[src/rtl/link_tx_arbiter.sv]
// link_tx_arbiter
//
// Transmit-side scheduler and serializer for a shared serial link. Up to N_CH
// requesters are arbitrated round-robin. Each grant sends a frame made of the
// requester index (ADDR_W bits) followed by its data word (DATA_W bits), MSB
// first. TX_LOAD marks frame bit 0 so the far-end deserializer can write, and
// TX_STOP marks every cycle that carries no frame bit. Consecutive frames are
// separated by GAP idle cycles.
//
// Ports:
//   CLK       in   link clock, all state on the rising edge
//   RST       in   asynchronous active-low reset
//   ENA       in   1 = new grants allowed; 0 = let the current frame finish, then stop
//   REQ       in   [N_CH] level request per channel, held until its ACK
//   DATA_IN   in   [N_CH*DATA_W] channel i data at [i*DATA_W +: DATA_W]
//   ACK       out  [N_CH] one-cycle pulse when a channel's data has been captured
//   TX_DATA   out  serial data, MSB first
//   TX_LOAD   out  high while TX_DATA carries frame bit 0
//   TX_STOP   out  high whenever no frame bit is on the line
//   BUSY      out  high from the grant edge until the gap after the frame ends
//   GRANT_ID  out  [ADDR_W] index of the last granted channel

module link_tx_arbiter #(
  parameter int unsigned N_CH   = 8,
  parameter int unsigned ADDR_W = 3,
  parameter int unsigned DATA_W = 16,
  parameter int unsigned GAP    = 2
) (
  input  logic                   CLK,
  input  logic                   RST,
  input  logic                   ENA,
  input  logic [N_CH-1:0]        REQ,
  input  logic [N_CH*DATA_W-1:0] DATA_IN,
  output logic [N_CH-1:0]        ACK,
  output logic                   TX_DATA,
  output logic                   TX_LOAD,
  output logic                   TX_STOP,
  output logic                   BUSY,
  output logic [ADDR_W-1:0]      GRANT_ID
);

  localparam int unsigned FL = ADDR_W + DATA_W;
  localparam int unsigned CW = $clog2(FL);
  localparam int unsigned GW = (GAP > 1) ? $clog2(GAP) : 1;

  typedef enum logic [1:0] {StIdle, StShift, StGap} state_e;

  state_e            state_q;
  logic [ADDR_W-1:0] ptr_q;
  // Frame bits still to be sent; the MSB goes straight onto TX_DATA at grant.
  logic [FL-2:0]     sr_q;
  // Index of the frame bit currently on TX_DATA.
  logic [CW-1:0]     cnt_q;
  logic [GW-1:0]     gap_q;

  // ---------------------------------------------------------------------------
  // Round-robin search: first set REQ bit at or above the pointer, wrapping.
  // ---------------------------------------------------------------------------
  logic              arb_hit;
  logic [ADDR_W-1:0] arb_idx;
  logic [DATA_W-1:0] arb_data;
  int unsigned       cand;

  always_comb begin
    arb_hit  = 1'b0;
    arb_idx  = '0;
    arb_data = '0;
    cand     = 0;
    for (int unsigned i = 0; i < N_CH; i++) begin
      cand = 32'(ptr_q) + i;
      if (cand >= N_CH) begin
        cand = cand - N_CH;
      end
      if (!arb_hit && (((REQ >> cand) & N_CH'(1)) != '0)) begin
        arb_hit  = 1'b1;
        arb_idx  = ADDR_W'(cand);
        arb_data = DATA_IN[cand*DATA_W +: DATA_W];
      end
    end
  end

  logic [FL-1:0]     frame;
  logic [ADDR_W-1:0] ptr_nxt;
  logic              grant_ok;
  logic              arb_point;

  assign frame    = {arb_idx, arb_data};
  assign ptr_nxt  = (32'(arb_idx) + 32'd1 >= N_CH) ? '0 : ADDR_W'(32'(arb_idx) + 32'd1);
  assign grant_ok = ENA && arb_hit;

  // Edges at which a new grant may be made: idle, end of the gap, or the end
  // of bit 0 when frames run back to back.
  assign arb_point = (state_q == StIdle) ||
                     ((state_q == StShift) && (cnt_q == '0) && (GAP == 0)) ||
                     ((state_q == StGap) && (gap_q == '0));

  // ---------------------------------------------------------------------------
  // Sequencer with registered outputs.
  // ---------------------------------------------------------------------------
  always_ff @(posedge CLK or negedge RST) begin
    if (!RST) begin
      state_q  <= StIdle;
      ptr_q    <= '0;
      sr_q     <= '0;
      cnt_q    <= '0;
      gap_q    <= '0;
      ACK      <= '0;
      TX_DATA  <= 1'b0;
      TX_LOAD  <= 1'b0;
      TX_STOP  <= 1'b1;
      BUSY     <= 1'b0;
      GRANT_ID <= '0;
    end else begin
      ACK <= '0;
      if (arb_point) begin
        if (grant_ok) begin
          state_q  <= StShift;
          sr_q     <= frame[FL-2:0];
          cnt_q    <= CW'(FL - 1);
          ptr_q    <= ptr_nxt;
          ACK      <= N_CH'(1) << arb_idx;
          GRANT_ID <= arb_idx;
          TX_DATA  <= frame[FL-1];
          TX_LOAD  <= 1'b0;
          TX_STOP  <= 1'b0;
          BUSY     <= 1'b1;
        end else begin
          state_q <= StIdle;
          TX_DATA <= 1'b0;
          TX_LOAD <= 1'b0;
          TX_STOP <= 1'b1;
          BUSY    <= 1'b0;
        end
      end else begin
        case (state_q)
          StShift: begin
            if (cnt_q != '0) begin
              TX_DATA <= sr_q[cnt_q - CW'(1)];
              // Raised on the edge that puts bit 0 on the line.
              TX_LOAD <= (cnt_q == CW'(1));
              cnt_q   <= cnt_q - CW'(1);
            end else begin
              // Only reached with GAP > 0; GAP == 0 re-arbitrates here instead.
              TX_DATA <= 1'b0;
              TX_LOAD <= 1'b0;
              TX_STOP <= 1'b1;
              gap_q   <= GW'(GAP - 1);
              state_q <= StGap;
            end
          end
          StGap: begin
            gap_q <= gap_q - GW'(1);
          end
          default: begin
          end
        endcase
      end
    end
  end

endmodule
[config.mk]
export PLATFORM = sky130hd
export DESIGN_NAME = link_tx_arbiter
export DESIGN_NICKNAME = d
export VERILOG_FILES = /design/src/rtl/link_tx_arbiter.sv
export SDC_FILE = /design/constraint.sdc
export NUM_CORES = 1
export LEC_CHECK = 0
export ABC_AREA = 1
export BUFFER_PORTS_ARGS = -buffer_cell sky130_fd_sc_hd__buf_2
export CAP_MARGIN = 20
export CORE_MARGIN = 2
export CORE_UTILIZATION = 35
export DETAILED_ROUTE_END_ITERATION = 10
export GPL_TIMING_DRIVEN = 0
export PLACE_DENSITY_LB_ADDON = 0.3
export SETUP_SLACK_MARGIN = 0.5
export SYNTH_ARGS = -nofsm -noshare
export SYNTH_HDL_FRONTEND = slang
export SYNTH_SLANG_ARGS = --single-unit
[constraint.sdc]
create_clock -name CLK -period 3.45 [get_ports CLK]
set_input_delay 0.5175 -clock CLK [delete_from_list [all_inputs] [get_ports CLK]]
set_output_delay 0.5175 -clock CLK [all_outputs]
set_load 0.1 [all_outputs]
==> results.cfg, run 1 <==
[clock_network]
clk_pin_slew_ns = 0.06
cts-root-buf = clkbuf_16
clock_latency_ns = 0.29
clock_sinks = 42
cts_tree = built
htreeDepth = 2
numCtsBuffers = 5
clock_path_buffers = 2

[logic_synthesis]
netlist.area_leader.share_pct = 29.4
syn_area_um2 = 8140
synth-seq-cells = 42
async_reset_ff_share_pct = 100
synth_warnings = 0
ys_seq_area_share_pct = 12.9
avgSynthCellArea_um2 = 5.23
synth_top_area_cell = nand2_1
synth_cell_types = 48
synth_edf_count = 0
synthTopCellsByArea = nand2_1 29%, o21ai_0 15%, dfrtp_1 13%
syn-num-nets = 1713
synth-main-ff-cell = dfrtp_1
syn_inst = 1556

[global_routing]
grt_usage_pct = 34.5
grt_pass1_wl_um = 63400
grt_max_degree = 43
antenna_found_initial = 0
grt.overflow.total = 0
grt_pass1_vias = 10551

[layout]
areaGrowthSynthToFinish_pct = 35.2
nets = 1933
multi_input_area_um2 = 6850
diodes = 0
fillers = 2445
drive_above_1_share_pct = 25.1
utilization_pct = 48.5
regArea_um2 = 1050

[die]
die_h_um = 157
rows = 55
dieArea_um2 = 24500
start_util_pct = 35.9
fp.dieW_um = 157
core-area_um2 = 22700
pin_count = 154

[timing]
hold_viol_final = 0
max_freq_mhz = 298
period_needed_ns = 3.35
max_slew_margin_pct = 34.8
setup_viol = 0
drv_slew = 0
fin_skew_ns = 0.00811
max_slew.worst_pin.slew_ns = 0.978
final.period_utilization_pct = 97.1
rsz0062_at_grt = yes
timing.final.ws_setup_ns = 0.0990

[critical_path]
cp_max_fo = 6
worstSetupPathType = register to register
cp.arrival_ns = 3.58
endpoint_kind = register
crit_required_ns = 3.67
start_kind = register

[detailed_routing]
wire_per_inst_um = 21.1
firstDrtPassIters = 6
drc = 0
viasPerCell = 5.60
ant_nets = 0
drt_iter0_markers = 1252
dr_total_vias = 11550
routed_wl_um = 43600

[place]
place.gp.congestion = 0.996
pre_cts_ws_ns = -0.678
portBuffers = 153
hpwl_um = 34200

[run]
drv_cap = 0

[worst_hold_path]
hold_path_class = input pin to async pin

[run_status]
status = finished, final reports clean
==> through the flow <==
step                      setup TNS (ns)  hold slack, ns  area, µm²  std cells
after global placement            -12.24           0.458       9440       1994
after CTS                              0           0.396      10500       2045
after detailed placement          -12.53           0.466       9440       1994
after global routing             -0.0655           0.452      11000       2062
after floorplan                        0           0.222       8320       1556
final                                  0           0.377      11000       2062
==> cells in the mapped netlist (9+ instances only) <==
master	n
nand4_1	11
or2_2	13
ha_1	18
buf_1	11
clkbuf_1	62
inv_1	81
nand2_1	638
buf_2	27
a21oi_1	62
a21boi_0	20
inv_2	11
o21ai_0	236
nor2_1	86
nand3_1	104
o21ai_1	9
dfrtp_1	41
mux2i_1	13
a31oi_1	15
o211ai_1	19
==> flip-flops by register name, indices dropped and copies added (netlist names) <==
register  count
state_q       2
cnt_q         5
BUSY          1
TX_LOAD       1
ACK           8
ptr_q         3
sr_q         16
TX_STOP       1
gap_q         1
TX_DATA       1
GRANT_ID      3
==> critical path: stages (launching register included) <==
cell       delay [ns]
dfrtp_1          0.40
buf_6            0.14
inv_8            0.03
buf_12           0.12
clkbuf_16        0.15
buf_12           0.14
ha_4             0.21
buf_8            0.14
inv_8            0.06
nand3_4          0.09
nand3_4          0.13
nand2_8          0.08
nor2_8           0.16
nand3_4          0.13
nor2_8           0.19
nand2_4          0.08
nor2_4           0.15
inv_4            0.06
nand2_2          0.07
nand2_2          0.06
nand2_4          0.12
inv_4            0.05
ha_2             0.26
nor2_1           0.12
nand2_1          0.07
nand2_1          0.06
==> cells by family (layout without fill, tap and decap cells) <==
logic type,Yosys count,after routing,synth area share (%)
buffers and inverters,206,426,10.7
adders and majority gates,18,18,2.77
xor gates and xnor gates,6,6,0.738
muxes,13,13,1.60
and+or+nand+nor,886,887,45.4
DFF,42,42,12.9
AOI/OAI and AO/OA,385,385,25.9
==> layout make-up <==
cell class | count | area share [%]
multi-input cells | 1309 | 62.2
repair buffers | 212 | 12.8
flip-flops and latches | 42 | 9.56
plain buffers | 112 | 7.08
inverters | 94 | 3.56
well taps | 285 | 3.24
clock buffers | 5 | 1.14
clock inverters | 3 | 0.364
==> layer usage <==
layer / global-route usage, % / part of all wire [%]
met5: 0 / 0
met4: 12.8 / 4.7
met3: 6.45 / 10
met2: 55.6 / 44
met1: 45.8 / 41
==> cells in the final DEF, fill, tap and decap left out, drive strengths merged, types with 4 or more instances in the layout <==
cell type,count
o21a,6
nand3,110
or2,13
ha,18
a31oi,16
nor2,89
mux2i,13
a21oi,64
a21boi,20
inv,93
nand4,12
buf,259
a211oi,4
nor3,6
o211ai,19
nand2,651
o22ai,5
o21ai,245
dfrtp,41
clkbuf,70
==> worst paths after layout <==
check	startpoint	end	slack, ns	cells after the start
setup reg to reg	ptr_q[0]$_DFFE_PN0P_	ptr_q[1]$_DFFE_PN0P_	0.1	25
max in group asynchronous	RST	sr_q[6]$_DFFE_PN0P_	2.49	1
hold reg to reg	sr_q[5]$_DFFE_PN0P_	sr_q[5]$_DFFE_PN0P_	0.48	2
min in group CLK	sr_q[5]$_DFFE_PN0P_	sr_q[5]$_DFFE_PN0P_	0.48	2
hold / removal	RST	ACK[3]$_DFF_PN0_	0.38	1
setup / recovery	ptr_q[0]$_DFFE_PN0P_	ptr_q[1]$_DFFE_PN0P_	0.1	25
==> repair_timing <==
| action | 4_1_cts | 5_1_grt |
|---|---|---|
| resized for setup | 147 | 125 |
| setup buffers | 37 | 15 |
| gates cloned | 6 | 2 |
| pin swaps | 24 | 25 |
| endpoints found under the setup margin | 39 | 39 |
| hold buffers | 0 | 0 |
Power of run 1 is left out: the tool's default activity adds up to more than one toggle a clock period on the data nets, which glitch-free logic cannot reach.
==> run 2: changes to the inputs <==
Settings changed: BUFFER_PORTS_ARGS -buffer_cell sky130_fd_sc_hd__buf_2 to not set, CORE_UTILIZATION 35 to 40, DONT_BUFFER_PORTS set to 1.
==> run 2 against run 1 <==
Cell count is 8.4% lower. Routed wire length is 4.3% lower. Die area is 12% lower. Flip-flop and latch count stayed put. Worst setup slack better by 0.038 ns. Core utilization is 0.95 points higher. Worst hold slack worse by 0.30 ns. Non-clock buffer count is 158 lower. Clock-buffer cell count is 2 higher. Clock skew is 0.0056 ns lower.
==> results.cfg, run 2 (synthesis gave the netlist of run 1 again) <==
[global_routing]
grt_max_degree = 42
antenna_found_initial = 0
grt_pass1_vias = 10237
grtUsageMet1_pct = 48.3
grt_usage_pct = 37.4
grt_use_met2_pct = 58.5
use_met3_pct = 11.2
grt.overflow.total = 0
grt_pass1_wl_um = 61500
busiest_layer = met2

[clock_network]
htreeDepth = 2
clock_path_buffers = 2
clock_latency_ns = 0.28
numCtsBuffers = 5
clk_pin_slew_ns = 0.06
cts_tree = built
clock_sinks = 42
cts-root-buf = clkbuf_16

[timing]
final.period_utilization_pct = 96.0
hold_slack_ns = 0.0760
max_slew.worst_pin.slew_ns = 0.926
drv_slew = 0
max_freq_mhz = 302
tns_ns = 0
period_needed_ns = 3.31
max_slew_margin_pct = 38.3
fin_skew_ns = 0.00250
setup_viol = 0
hold_viol_final = 0
rsz0062_at_grt = yes

[detailed_routing]
viasPerCell = 5.91
firstDrtPassIters = 6
dr_total_vias = 11163
drc = 0
routed_wl_um = 41700
drt_iter0_markers = 1276
ant_nets = 0
wire_per_inst_um = 22.1

[die]
start_util_pct = 40.5
fp.dieW_um = 147
pin_count = 154
die_h_um = 147
rows = 52
dieArea_um2 = 21500
core-area_um2 = 20100

[critical_path]
reg2reg_depth = 25
start_kind = register
endpoint_kind = register
worstSetupPathType = register to register
cp.arrival_ns = 3.48
cp_max_fo = 7
crit_required_ns = 3.62

[place]
portBuffers = 0
place.gp.congestion = 1.04
placed_area_um2 = 8650
hpwl_um = 32500

[layout]
nets = 1775
fillers = 2119
largest_reg_flops = 16
areaGrowthSynthToFinish_pct = 22.0
mostFrequentLayoutCells = 611 x nand2_1, 211 x o21ai_0, 91 x nand3_1, 78 x nor2_1, 76 x inv_1
final_common_cell = nand2_1
top_register = sr_q
reg_top3 = sr_q (16), ACK (8), cnt_q (5)
diodes = 0
drive_above_1_share_pct = 16.1
fin_area_um2 = 9930

[worst_hold_path]
hold_path_class = input pin to async pin

[run_status]
status = finished, final reports clean

[run]
drv_cap = 0
[run 2: changes by cell type in the layout (fill, tap and decap cells not counted), sizes merged]
cell	change
buf	-157
clkinv	-2
bufinv	-1
clkbuf	+1
[run 2: what timing repair did]
action,4_1_cts,5_1_grt
buffers inserted,43,4
setup endpoints to repair,39,39
resized for setup,179,38
hold endpoints to repair,41,0
pin swaps,36,10
cloned,7,0
hold buffers,1,0
[run 2: worst paths after layout]
kind	endpoint	slack (ns)	start
max	ptr_q[1]$_DFFE_PN0P_	0.14	ptr_q[0]$_DFFE_PN0P_
min	TX_STOP$_DFFE_PN1P_	0.08	RST
max reg2reg	ptr_q[1]$_DFFE_PN0P_	0.14	ptr_q[0]$_DFFE_PN0P_
min reg2reg	sr_q[2]$_DFFE_PN0P_	0.48	sr_q[2]$_DFFE_PN0P_
max in group asynchronous	sr_q[14]$_DFFE_PN0P_	3.17	RST
min in group CLK	sr_q[2]$_DFFE_PN0P_	0.48	sr_q[2]$_DFFE_PN0P_
[run 2: metrics by stage]
| step | utilization [%] | setup WS [ns] | std cells |
|---|---|---|---|
| 6_report | 49.4 | 0.137 | 1888 |
| 4_1_cts | 48.8 | 0.182 | 1884 |
| 3_5_place_dp | 43.0 | -0.698 | 1826 |
| 5_1_grt | 49.4 | 0.0183 | 1888 |
| 3_3_place_gp | 43.0 | -0.663 | 1826 |
| 2_1_floorplan | - | 0.289 | 1556 |
[run 2: cell type report]
cell class | count | area (µm²) | share of cell area (%)
Timing Repair Buffer | 54 | 558 | 5.62
Buffer | 112 | 779 | 7.85
Inverter | 94 | 389 | 3.92
Multi-Input combinational cell | 1309 | 6690 | 67.3
Tap cell | 270 | 338 | 3.40
Sequential cell | 42 | 1050 | 10.6
Clock buffer | 7 | 133 | 1.34
[run 2: per-layer routing]
layer	share of wire, %	wire length, µm
met5	0	0
met4	4.9	2040
met3	13	5360
met2	43	18000
met1	39	16300
[run 2: worst max-delay path, stage by stage (launching register included)]
cell and delay (ns):
dfrtp_1 0.40, buf_6 0.14, inv_8 0.03, buf_12 0.12, clkbuf_16 0.15, buf_12 0.14
ha_4 0.21, buf_8 0.14, inv_8 0.07, nand3_4 0.08, nand3_4 0.11, nand2_4 0.08
nor2_8 0.14, nand3_4 0.12, nor2_8 0.19, nand2_4 0.08, buf_4 0.13, buf_6 0.10
inv_2 0.03, nand3b_1 0.14, nand2_4 0.20, buf_6 0.14, buf_16 0.11, nor2_1 0.04
nand2_1 0.06, nand2_1 0.05
Power of run 2 is left out for the same reason.
